--- src/rtl/pipeline_hazard_ctrl.sv ---
// Hazard/sequencing controller for the 5-stage pipeline: load-use interlock, EX mispredict recovery,
// ID jump squash and multi-cycle mult/div stall, plus free-running stall/flush event counters.
module pipeline_hazard_ctrl #(
  parameter int MD_LAT = 8,
  parameter int CNT_W  = 32
) (
  input  logic             clk,
  input  logic             rst,
  input  logic [4:0]       Rs_ID,
  input  logic [4:0]       Rt_ID,
  input  logic             UseRs_ID,
  input  logic             UseRt_ID,
  input  logic             Jump_ID,
  input  logic [4:0]       Rt_Ex,
  input  logic             MemToReg_Ex,
  input  logic             RegWr_Ex,
  input  logic             Branch_Ex,
  input  logic             BranchPredict_Ex,
  input  logic             BranchTaken_Ex,
  input  logic             MdStart_Ex,
  output logic             stall_PC,
  output logic             pc_redirect,
  output logic             stall_IF_ID,
  output logic             flush_IF_ID,
  output logic             stall_ID_EX,
  output logic             flush_ID_EX,
  output logic             flush_EX_MEM,
  output logic             md_busy,
  output logic [CNT_W-1:0] stall_cnt,
  output logic [CNT_W-1:0] flush_cnt
);

  localparam int MD_W = $clog2(MD_LAT + 1);

  localparam logic [0:0] IDLE    = 1'b0;
  localparam logic [0:0] MD_BUSY = 1'b1;

  logic [0:0]       state_q, state_d;
  logic [MD_W-1:0]  md_cnt_q, md_cnt_d;
  logic [CNT_W-1:0] stall_cnt_q, stall_cnt_d;
  logic [CNT_W-1:0] flush_cnt_q, flush_cnt_d;

  logic load_use, mispredict, md_entry, md_last;

  assign load_use = MemToReg_Ex && RegWr_Ex && (Rt_Ex != 5'd0) &&
                    ((UseRs_ID && (Rs_ID == Rt_Ex)) || (UseRt_ID && (Rt_ID == Rt_Ex)));
  assign mispredict = Branch_Ex && (BranchTaken_Ex != BranchPredict_Ex);
  assign md_entry   = (state_q == IDLE) && MdStart_Ex && !mispredict;
  assign md_last    = (state_q == MD_BUSY) && (md_cnt_q == MD_W'(1));

  // NOTE: every output gets a default before the priority chain so no latch is inferred.
  always_comb begin
    stall_PC     = 1'b0;
    pc_redirect  = 1'b0;
    stall_IF_ID  = 1'b0;
    flush_IF_ID  = 1'b0;
    stall_ID_EX  = 1'b0;
    flush_ID_EX  = 1'b0;
    flush_EX_MEM = 1'b0;
    md_busy      = 1'b0;
    if (rst) begin
      // all outputs held low during reset
    end else if (state_q == MD_BUSY) begin
      // last busy cycle is silent so the mult/div result advances out of EX
      if (!md_last) begin
        stall_PC     = 1'b1;
        stall_IF_ID  = 1'b1;
        stall_ID_EX  = 1'b1;
        flush_EX_MEM = 1'b1;
        md_busy      = 1'b1;
      end
    end else if (mispredict) begin
      pc_redirect = 1'b1;
      flush_IF_ID = 1'b1;
      flush_ID_EX = 1'b1;
    end else if (md_entry) begin
      stall_PC     = 1'b1;
      stall_IF_ID  = 1'b1;
      stall_ID_EX  = 1'b1;
      flush_EX_MEM = 1'b1;
      md_busy      = 1'b1;
    end else if (load_use) begin
      stall_PC    = 1'b1;
      stall_IF_ID = 1'b1;
      flush_ID_EX = 1'b1;
    end else if (Jump_ID) begin
      flush_IF_ID = 1'b1;
    end
  end

  always_comb begin
    state_d  = state_q;
    md_cnt_d = md_cnt_q;
    if (state_q == IDLE) begin
      if (md_entry) begin
        state_d  = MD_BUSY;
        md_cnt_d = MD_W'(MD_LAT - 1);
      end
    end else begin
      md_cnt_d = md_cnt_q - MD_W'(1);
      if (md_last) state_d = IDLE;
    end
  end

  assign stall_cnt_d = stall_cnt_q + CNT_W'(stall_PC);
  assign flush_cnt_d = flush_cnt_q +
                       CNT_W'(flush_IF_ID || flush_ID_EX || flush_EX_MEM);

  // NOTE: sequential state uses non-blocking assignments so every register samples pre-edge values.
  always_ff @(posedge clk) begin
    if (rst) begin
      state_q     <= IDLE;
      md_cnt_q    <= '0;
      stall_cnt_q <= '0;
      flush_cnt_q <= '0;
    end else begin
      state_q     <= state_d;
      md_cnt_q    <= md_cnt_d;
      stall_cnt_q <= stall_cnt_d;
      flush_cnt_q <= flush_cnt_d;
    end
  end

  assign stall_cnt = stall_cnt_q;
  assign flush_cnt = flush_cnt_q;

endmodule

--- config.mk ---
export PLATFORM = sky130hd
export DESIGN_NAME = pipeline_hazard_ctrl
export DESIGN_NICKNAME = d
export VERILOG_FILES = /design/src/rtl/pipeline_hazard_ctrl.sv
export SDC_FILE = /design/constraint.sdc
export NUM_CORES = 1
export LEC_CHECK = 0
export ABC_CLOCK_PERIOD_IN_PS = 9500
export CAP_MARGIN = 20
export CORE_ASPECT_RATIO = 0.7
export CORE_UTILIZATION = 25
export DETAILED_ROUTE_END_ITERATION = 16
export PLACE_DENSITY_LB_ADDON = 0.1
export SLEW_MARGIN = 20
export SYNTH_ARGS = -nofsm -noshare
export SYNTH_HDL_FRONTEND = slang
export SYNTH_SLANG_ARGS = --single-unit
export TNS_END_PERCENT = 100
--- constraint.sdc ---
create_clock -name clk -period 9.5 [get_ports clk]
set_clock_uncertainty 0.2 [all_clocks]
set_input_delay 2.85 -clock clk [delete_from_list [all_inputs] [get_ports clk]]
set_output_delay 2.85 -clock clk [all_outputs]
set_load 0.1 [all_outputs]
==> summary.txt <==
Yosys
  – Number of synthesized register bits: 69
  – Xor and xnor fraction of the mapped netlist area: 14.6%
  – Number of synthesized flops with an enable pin: 0
  – Count of distinct cell types in the synthesized netlist: 37
  – Synthesized instance count: 379
  – Adder-cell share of the synthesized area: 2.28%
  – Portion of the post-synthesis area used by sequential elements: 41.9%
  – Share of cell area taken by muxes after synthesis: 0%
  – Primary FF master, synth: sky130_fd_sc_hd__dfxtp_1
  – Share of the synthesized area in compound gates (AO/OA/AOI/OAI): 8.53%
  – Ys Warns: 0
  – Largest family of logic cells by synthesized area: simple AND/OR/NAND/NOR gates
  – Synthesized area divided by synthesized cell count: 8.71 um^2
  – Post-Syn Area: 0.00330 mm^2
  – Post-synthesis net count: 411
  – Post-Synth Simple-Gate Area: 29.8%
  – Fraction of registers with async set/reset: 0%

Place
  – Post-DP Area: 0.00440 mm^2
  – Routability congestion estimate: 0.787
  – Post-detailed-placement half-perimeter wirelength: 6.06 mm
  – Pre-CTS setup slack: 1170 ps
  – Number of buffers inserted by port buffering: 97

Drt
  – Detail-routed via count per cell: 4.63
  – Antenna Violating Nets Remaining: 0
  – Via count: 2965
  – Routed wire length per instance: 13.2 um
  – TritonRoute pass-1 iters: 4
  – Detailed Route WL: 8.43 mm
  – Post-route DRC violation count: 0
  – DRC violation total after the first TritonRoute iteration: 109

Final layout
  – Final #Nets: 506
  – Count of inserted antenna diode cells: 0
  – Post-Layout Inst Area: 0.00473 mm^2
  – Layout cell share with drive strength beyond 1: 6.47%
  – Synth-to-Final Area Change: 43.4%
  – End-of-flow core utilization: 37.4%

GRT
  – Total grt overflow: 0
  – Pin count of the biggest net entering global routing: 71
  – Wire length of the first global-routing pass: 13.9 mm
  – Tot GR Track Use: 12.9%
  – Via count of the first global-routing pass: 2726
  – Antenna violations before repair: 0

Timing
  – Final setup violation count: 0
  – Final WS setup: 1180 ps
  – Setup repair after global routing missed its margin: no
  – Headroom to the max-slew limit: 33.3%
  – Final number of max-transition violations: 0
  – Total negative slack for setup checks: 0 ps
  – Highest clock frequency the design can meet: 120 MHz
  – Final worst path period need: 8320 ps
  – Post-route clock period utilization: 87.6%
  – Worst-margin pin slew: 997 ps
  – Hold Vio Cnt, Final: 0

CTS
  – CTS sink count: 69
  – Worst skew pair latency: 330 ps
  – TritonCTS Buffers: 9
  – # resized after CTS: 0
  – Clock Tree Buf Depth: 2
  – CTS tree: done
  – CTS Root Buffer Type: sky130_fd_sc_hd__clkbuf_16
  – Buffers inserted during post-CTS setup optimization: 0
  – Clock slew seen by the registers of the worst setup and hold paths: 60 ps
  – Quantity of hold-fixing buffers added after cts: 0
  – H-tree Lvls: 3

Critical path
  – RR Startpoint: md_cnt_q[1]
  – Biggest fanout along the worst timing path: 3
  – Critical path type: in2out
  – Most frequent CP cell: sky130_fd_sc_hd__clkdlybuf4s50_1
  – Category of the worst setup path capture point: primary output
  – Critical Path RT: 6450 ps
  – Family with the most delay on the worst path: buffers and inverters
  – Start point of the critical path: Rt_Ex[0]
  – Sum of buffers and inverters on the critical path: 2
  – Slowest stage cell on the critical path: sky130_fd_sc_hd__clkdlybuf4s50_1
  – Critical path data arrival time: 5270 ps
  – Startpoint kind of the worst setup timing path: input port
  – Cell-by-cell trace of the critical path: clkdlybuf4s50_1, or3_1, o311a_1, a31o_2, clkdlybuf4s50_1
  – Largest stage delay on the critical path: 960 ps

Power
  – Maximum VDD drop: 0.0000712 V
  – Total power after layout: 0.745 mW
  – Power density over the cells: 157 mW/mm^2
  – Leak Pwr: 1.67 nW

Floorplanning
  – Standard-cell rows: 34
  – IO Count: 98
  – DIE AREA: 0.0137 mm^2
  – Die H: 98.1 um
  – Placeable Area: 0.0126 mm^2
  – Die width: 139 um
  – Initial core utilization: 26.1%

Min path
  – Worst hold path class: reg2reg
  – Worst hold start: flush_cnt[31]

Job
  – Max-cap check violation count: 0

Outcome
  – Result of the run: complete, no violations
-- kinds of logic after synthesis --
group	after synthesis
flip-flops	69
XOR/XNOR	55
buffers and inverters	23
AO/OA/AOI/OAI	48
AND/OR/NAND/NOR	178
adder cells (fa/ha/maj)	6
-- synth_stat cells, drive strengths merged, types with 8 or more instances --
library cell / count / area [um^2]
a21oi: 20 / 100
and3: 9 / 56.3
clkbuf: 8 / 30.0
dfxtp: 69 / 1380
inv: 9 / 33.8
nand2: 25 / 93.8
nand3: 19 / 95.1
nand4: 24 / 186
nor2: 55 / 206
nor3: 8 / 61.3
o21ai: 15 / 75.1
or3: 17 / 106
xnor2: 24 / 210
xor2: 31 / 272
-- stage by stage --
step,std cells,hold slack (ps)
floorplan,379,249
global placement,625,266
detailed placement,625,285
CTS,641,293
global route,641,340
finish,641,281
-- path summary, 6_finish.rpt --
| path | to | slack [ps] | depth (start not counted) |
|---|---|---|---|
| min reg2reg | flush_cnt[31] | 280 | 2 |
| max | flush_ID_EX | 1180 | 5 |
| min | flush_cnt[31] | 280 | 2 |
| max reg2reg | stall_cnt[30] | 6230 | 12 |
-- per-layer routing --
metal	track usage, %	routed length [um]
met5	0	0
met4	5.13	117
met3	4.51	535
met2	17.8	3320
met1	18.1	4460
-- placed cells by master, fill, tap and decap left out, types with 15 or more instances in the layout --
cell type | synthesis | final
sky130_fd_sc_hd__nand4_1 | 21 | 21
sky130_fd_sc_hd__xnor2_1 | 24 | 24
sky130_fd_sc_hd__nand2_1 | 25 | 25
sky130_fd_sc_hd__o21ai_0 | 15 | 15
sky130_fd_sc_hd__clkdlybuf4s50_1 | 0 | 93
sky130_fd_sc_hd__xor2_1 | 31 | 31
sky130_fd_sc_hd__or3_1 | 17 | 17
sky130_fd_sc_hd__a21oi_1 | 20 | 20
sky130_fd_sc_hd__dfxtp_1 | 69 | 69
sky130_fd_sc_hd__nor2_1 | 55 | 55
sky130_fd_sc_hd__nand3_1 | 19 | 19
-- registers in the layout (all words and copies together), names as in the netlist --
| name | cells |
|---|---|
| flush_cnt | 32 |
| md_cnt_q | 4 |
| stall_cnt | 32 |
| state_q | 1 |
-- power breakdown --
group / switching (mW) / leakage (nW) / internal (mW)
Combinational: 0.0549 / 0.948 / 0.0272
Sequential: 0.00454 / 0.557 / 0.294
Clock: 0.121 / 0.163 / 0.243
Total: 0.181 / 1.67 / 0.564
-- area by class of cell --
cell class / count / area [um^2]
flip-flops and latches: 69 / 1380
clock inverters: 4 / 70.1
multi-input cells: 287 / 1820
clock buffers: 12 / 256
repair buffers: 98 / 966
inverters: 9 / 33.8
fillers: 1279 / 7900
well taps: 162 / 203
-- worst register-to-register path: cells and delay by family, from the launching register on --
family                     cells  cell delay, ps
xor gates and xnor gates       1             190
AOI/OAI and AO/OA              2             470
adders and majority gates      3             590
and+or+nand+nor                5            1270
buffers and inverters          1              70
DFF                            1             330
Note: power is estimated with default switching activity, not from simulation.
